<file path="config.mk">
export PLATFORM = sky130hd
export DESIGN_NAME = alu_issue_ctrl
export DESIGN_NICKNAME = d
export VERILOG_FILES = /design/src/rtl/alu_issue_ctrl.sv
export SDC_FILE = /design/constraint.sdc
export NUM_CORES = 1
export LEC_CHECK = 0
export BUFFER_PORTS_ARGS = -buffer_cell sky130_fd_sc_hd__buf_2
export CAP_MARGIN = 10
export CELL_PAD_IN_SITES_DETAIL_PLACEMENT = 1
export CELL_PAD_IN_SITES_GLOBAL_PLACEMENT = 1
export CORE_MARGIN = 10
export CORE_UTILIZATION = 30
export DETAILED_ROUTE_END_ITERATION = 8
export PLACE_DENSITY = 0.64
export SLEW_MARGIN = 15
export SYNTH_ARGS = -nofsm -noshare
export SYNTH_HDL_FRONTEND = slang
export SYNTH_SLANG_ARGS = --single-unit
</file>
<file path="constraint.sdc">
create_clock -name clk -period 3.15 [get_ports clk]
set_clock_uncertainty 0.2 [all_clocks]
set_input_delay 0.1575 -clock clk [delete_from_list [all_inputs] [get_ports clk]]
set_output_delay 0.1575 -clock clk [all_outputs]
set_load 0.02 [all_outputs]
</file>
<file path="src/rtl/alu_issue_ctrl.sv">
// Issue stage in front of a 32-bit combinational ALU. Commands are buffered in a
// small FIFO, issued one at a time from registered operands, and the ALU result is
// captured one cycle later and offered downstream with a valid/ready handshake.
// An accumulator keeps the last result so commands can chain on it.
module alu_issue_ctrl #(
    parameter int unsigned DEPTH = 4,
    parameter int unsigned CNT_W = 3
) (
    input  logic             clk,
    input  logic             rst_n,
    input  logic             in_valid,
    output logic             in_ready,
    input  logic [2:0]       in_op,
    input  logic [31:0]      in_a,
    input  logic [31:0]      in_b,
    input  logic             in_use_acc,
    input  logic             acc_clr,
    output logic [2:0]       alu_op_code,
    output logic [31:0]      alu_a,
    output logic [31:0]      alu_b,
    input  logic [31:0]      alu_y,
    output logic             out_valid,
    input  logic             out_ready,
    output logic [31:0]      out_y,
    output logic             out_zero,
    output logic [CNT_W-1:0] fifo_count
);

    localparam int unsigned     PTR_W     = (DEPTH > 1) ? $clog2(DEPTH) : 1;
    localparam logic [CNT_W-1:0] DEPTH_CNT = CNT_W'(DEPTH);

    typedef enum logic [1:0] {StIdle, StIssue, StHold} state_e;

    typedef struct packed {
        logic [2:0]  op;
        logic [31:0] a;
        logic [31:0] b;
        logic        use_acc;
    } cmd_t;

    cmd_t             mem_q [DEPTH];
    logic [PTR_W-1:0] wr_ptr_q, rd_ptr_q;
    logic [CNT_W-1:0] count_q, count_d;
    logic             push, pop, fifo_empty;
    cmd_t             head;

    state_e           state_q, state_d;
    logic             capture;
    logic             out_valid_q, out_valid_d;
    logic [31:0]      out_y_q;
    logic             out_zero_q;
    logic [31:0]      acc_q;
    logic [2:0]       alu_op_q;
    logic [31:0]      alu_a_q, alu_b_q;

    // Ready depends only on the registered count: a pop in the same cycle does
    // not free a slot until the next cycle.
    assign in_ready   = (count_q < DEPTH_CNT);
    assign push       = in_valid && in_ready;
    assign fifo_empty = (count_q == '0);
    assign head       = mem_q[rd_ptr_q];

    // FIFO storage, written on push only.
    always_ff @(posedge clk) begin
        if (push) begin
            mem_q[wr_ptr_q] <= cmd_t'{op: in_op, a: in_a, b: in_b, use_acc: in_use_acc};
        end
    end

    // Occupancy: simultaneous push and pop leave the count unchanged.
    always_comb begin
        count_d = count_q;
        unique case ({push, pop})
            2'b10:   count_d = count_q + 1'b1;
            2'b01:   count_d = count_q - 1'b1;
            default: count_d = count_q;
        endcase
    end

    // FIFO pointers and count; pointers wrap naturally at the power-of-two depth.
    always_ff @(posedge clk or negedge rst_n) begin
        if (!rst_n) begin
            wr_ptr_q <= '0;
            rd_ptr_q <= '0;
            count_q  <= '0;
        end else begin
            if (push) wr_ptr_q <= wr_ptr_q + 1'b1;
            if (pop)  rd_ptr_q <= rd_ptr_q + 1'b1;
            count_q <= count_d;
        end
    end

    // Issue FSM: decides when to pop, when to capture, and the result valid flag.
    always_comb begin
        state_d     = state_q;
        pop         = 1'b0;
        capture     = 1'b0;
        out_valid_d = out_valid_q;
        unique case (state_q)
            StIdle: begin
                if (!fifo_empty) begin
                    pop     = 1'b1;
                    state_d = StIssue;
                end
            end
            StIssue: begin
                capture     = 1'b1;
                out_valid_d = 1'b1;
                state_d     = StHold;
            end
            StHold: begin
                if (out_ready) begin
                    out_valid_d = 1'b0;
                    if (!fifo_empty) begin
                        pop     = 1'b1;
                        state_d = StIssue;
                    end else begin
                        state_d = StIdle;
                    end
                end
            end
            default: state_d = StIdle;
        endcase
    end

    // State register, issue operands, captured result and accumulator.
    always_ff @(posedge clk or negedge rst_n) begin
        if (!rst_n) begin
            state_q     <= StIdle;
            alu_op_q    <= '0;
            alu_a_q     <= '0;
            alu_b_q     <= '0;
            out_valid_q <= 1'b0;
            out_y_q     <= '0;
            out_zero_q  <= 1'b0;
            acc_q       <= '0;
        end else begin
            state_q     <= state_d;
            out_valid_q <= out_valid_d;
            if (pop) begin
                alu_op_q <= head.op;
                alu_a_q  <= head.use_acc ? acc_q : head.a;
                alu_b_q  <= head.b;
            end
            if (capture) begin
                out_y_q    <= alu_y;
                out_zero_q <= (alu_y == '0);
            end
            // Clear has priority over a coincident capture.
            if (acc_clr) begin
                acc_q <= '0;
            end else if (capture) begin
                acc_q <= alu_y;
            end
        end
    end

    assign alu_op_code = alu_op_q;
    assign alu_a       = alu_a_q;
    assign alu_b       = alu_b_q;
    assign out_valid   = out_valid_q;
    assign out_y       = out_y_q;
    assign out_zero    = out_zero_q;
    assign fifo_count  = count_q;

endmodule

</file>
==> results.md <==
- Initial Util: 0.302
- Max Cap Violations: 0
- Dpl ws: 0.860 ns
- Ys Warns: 0
- Mapped Nets: 946
- DRT Wirelength: 40300 um
- Max Slew Vio Count: 0
- RSZ-0062 raised after global routing: no
- Drt drc: 0
- Slew of the pin with the lowest slew margin: 1.03 ns
- Chip width: 249 um
- Most used cell, CP: mux2_2
- Setup TNS: 0 ns
- Worst Path Max Fanout: 40
- # IOs: 210
- Number of buffers created by CTS: 47
- Pwr dens: 988 nW/um2
- Core area: 52300 um2
- Avg Cell Area, Syn: between 15 and 20 um2
- Final Cycle Share: 0.717
- Clock sinks: 414
- Drt first pass iters: 5
- Max Fclk: about 0.44 GHz
- Routed Antenna Nets: 0
- Initial antenna violation count: 5
- Post-synthesis sequential area ratio: 0.742
- Clk slew on worst S/H paths: approximately 0.060 ns
- FF-to-FF path depth: 4
- Clock tree root driver cell: clkbuf_16
- Synth Register Bits: just over 400
- Crit-path cells: buf_12, mux4_2, mux2_2, mux2_2
- P_leak: 7.99 nW
- CTS tree: done
- Synthesized instance count: 835
- Layout area overhead: 28.9%
- Vias: around 8700
- Max stage delay cell, worst path: mux4_2
- Delay-heaviest family, CP: multiplexers
- Max-slew headroom: 0.311
- Vias/cell: 4.55
- Routability cong.: 0.705
- Die area: a little over 60000 um2
- Initial DRC Count: 510
- Worst-case clock buffer depth: 3
- Syn Std Cell Area: ~16000 um2
- Final nets: 1287
- First-pass GRT wire length: 62200 um
- Wire length per cell: around 21 um
- Worst stage delay on the critical path: roughly 0.57 ns
- Library cells used by synthesis: 28
- Gr usage total: 0.129
- Placed wire-length estimate: 24500 um
- Count of final setup violators: 0
- Die height: 249 um
- Clk Latency, worst-skew pair: 0.56 ns
- Port Buf Inserts: 209
- Vias in the first global route: 9856
- Crit path buffers/inverters: 1
- VDD IR max: 0.000557 V
- WS Path Type: reg -> reg
- Most frequent cells in the layout: edfxtp_1, buf_2, dfrtp_1
- Grt total ovfl: 0
- Layout cells sized above 1: 0.387
- Htree depth: 2
- Final Hold Viols: 0
- Commonest non-fill, non-tap cell in the layout: edfxtp_1
- Postcts setup bufs: 0
- Status: finished clean
- Critical path depth: 4
- Critical Path Sink Type: flop
- Critical Path Start Type: flop
- Largest net degree at the start of global routing: between 90 and 100
- Critical path arrival: 2.50 ns
- Tmin final: 2.26 ns
- Worst endpoint required time: roughly 3.4 ns
- Site Rows: 84
- Power after layout: 20.1 mW
- Worst Setup Slack, final: 0.892 ns
- Worst hold path type: in -> async
[path summary, 6_finish.rpt]
| kind | start | end | slack (ns) |
|---|---|---|---|
| setup / recovery | rd_ptr_q[0] | alu_a[31] | 0.89 |
| hold / removal | rst_n | out_y[27] | 0.11 |
| setup reg to reg | rd_ptr_q[0] | alu_a[31] | 0.89 |
| hold reg to reg | out_y[19] | out_y[19] | 0.27 |
| max in group asynchronous | rst_n | alu_b[7] | 1.76 |
| min in group clk | in_b[6] | mem_q[2][7] | 0.15 |
[what timing repair did]
| action | 4_1_cts | 5_1_grt |
|---|---|---|
| resized for setup | 0 | 0 |
| hold buffers | 104 | 0 |
| hold endpoints to repair | 436 | 0 |
[power breakdown]
| part | switching [mW] | internal [mW] |
|---|---|---|
| Clock | 2.13 | 3.19 |
| Combinational | 3.69 | 3.30 |
| Sequential | 0.646 | 7.17 |
[Yosys cell counts]
cell        n  area [um2]
o31ai_1     1        7.51
nand4_1     2        12.5
buf_2      12        60.1
edfxtp_1  272        8170
nor3_1      2        10.0
clkbuf_1   23        86.3
mux2i_1     1        10.0
nor3_2      1        10.0
o21ai_0     2        10.0
nand2_1   131         492
buf_6       4        45.0
nor4b_1     1        8.76
nor4_1      8        50.1
fa_1        1        20.0
dfrtp_1   142        3550
inv_1       8        30.0
xnor2_1     3        26.3
mux4_2     68        1530
buf_1       2        7.51
nor2b_1     3        18.8
ha_1        5        62.6
xor2_1      3        26.3
nor2_1      1        3.75
a21oi_1    34         170
mux2_2     39         439
mux2_4     60         901
and2_1      4        25.0
nand2b_1    2        12.5
[state kept, by name, summed over array words and instances, names as in the netlist]
register	count
mem_q	272
acc_q	32
alu_a	32
alu_b	32
out_y	32
alu_op_code	3
fifo_count	3
rd_ptr_q	2
state_q	2
wr_ptr_q	2
out_valid	1
out_zero	1
[worst register-to-register path, stage by stage (launching register included)]
cell and delay (ns):
dfrtp_4 0.45, buf_12 0.29, mux4_2 0.65, mux2_2 0.28
mux2_2 0.27
[stage by stage]
| stage | util | hold WS [ns] | std cells | area, um2 |
|---|---|---|---|---|
| 2_1_floorplan | - | -0.338 | 835 | 15800 |
| 5_1_grt | 0.389 | 0.135 | 1901 | 20400 |
| 6_report | 0.389 | 0.110 | 1902 | 20400 |
| 3_5_place_dp | 0.340 | 0.176 | 1711 | 17800 |
| 3_3_place_gp | 0.340 | 0.169 | 1711 | 17800 |
| 4_1_cts | 0.389 | 0.108 | 1901 | 20400 |
[cell type report]
class                           count  area (um2)
Inverter                            8        30.0
Timing Repair Buffer              333        2370
Clock inverter                     17         163
Tap cell                          688         861
Clock buffer                       69        1340
Sequential cell                   414       11700
Antenna cell                        1        2.50
Multi-Input combinational cell    372        3870
Fill cell                        5249       32000
[metal layers]
metal  up-vias  wire length, um  GRT usage
met5         -               41          0
met4         8              861     0.0402
met3        66             2210     0.0317
met2       217            20100      0.219
met1      4518            17100      0.159
li1       3848                -          -
[cell families (layout without fill, tap and decap cells)]
family	Yosys count	count (layout)	synth area share
flip-flops	414	414	0.742
multiplexers	168	168	0.182
AND/OR/NAND/NOR	155	155	0.0407
buffers and inverters	49	427	0.0145
AO/OA/AOI/OAI	37	37	0.0119
adder cells (fa/ha/maj)	6	6	0.00523
XOR/XNOR	6	6	0.00333
other	0	1	0
Power figures use the tool's default switching activity.
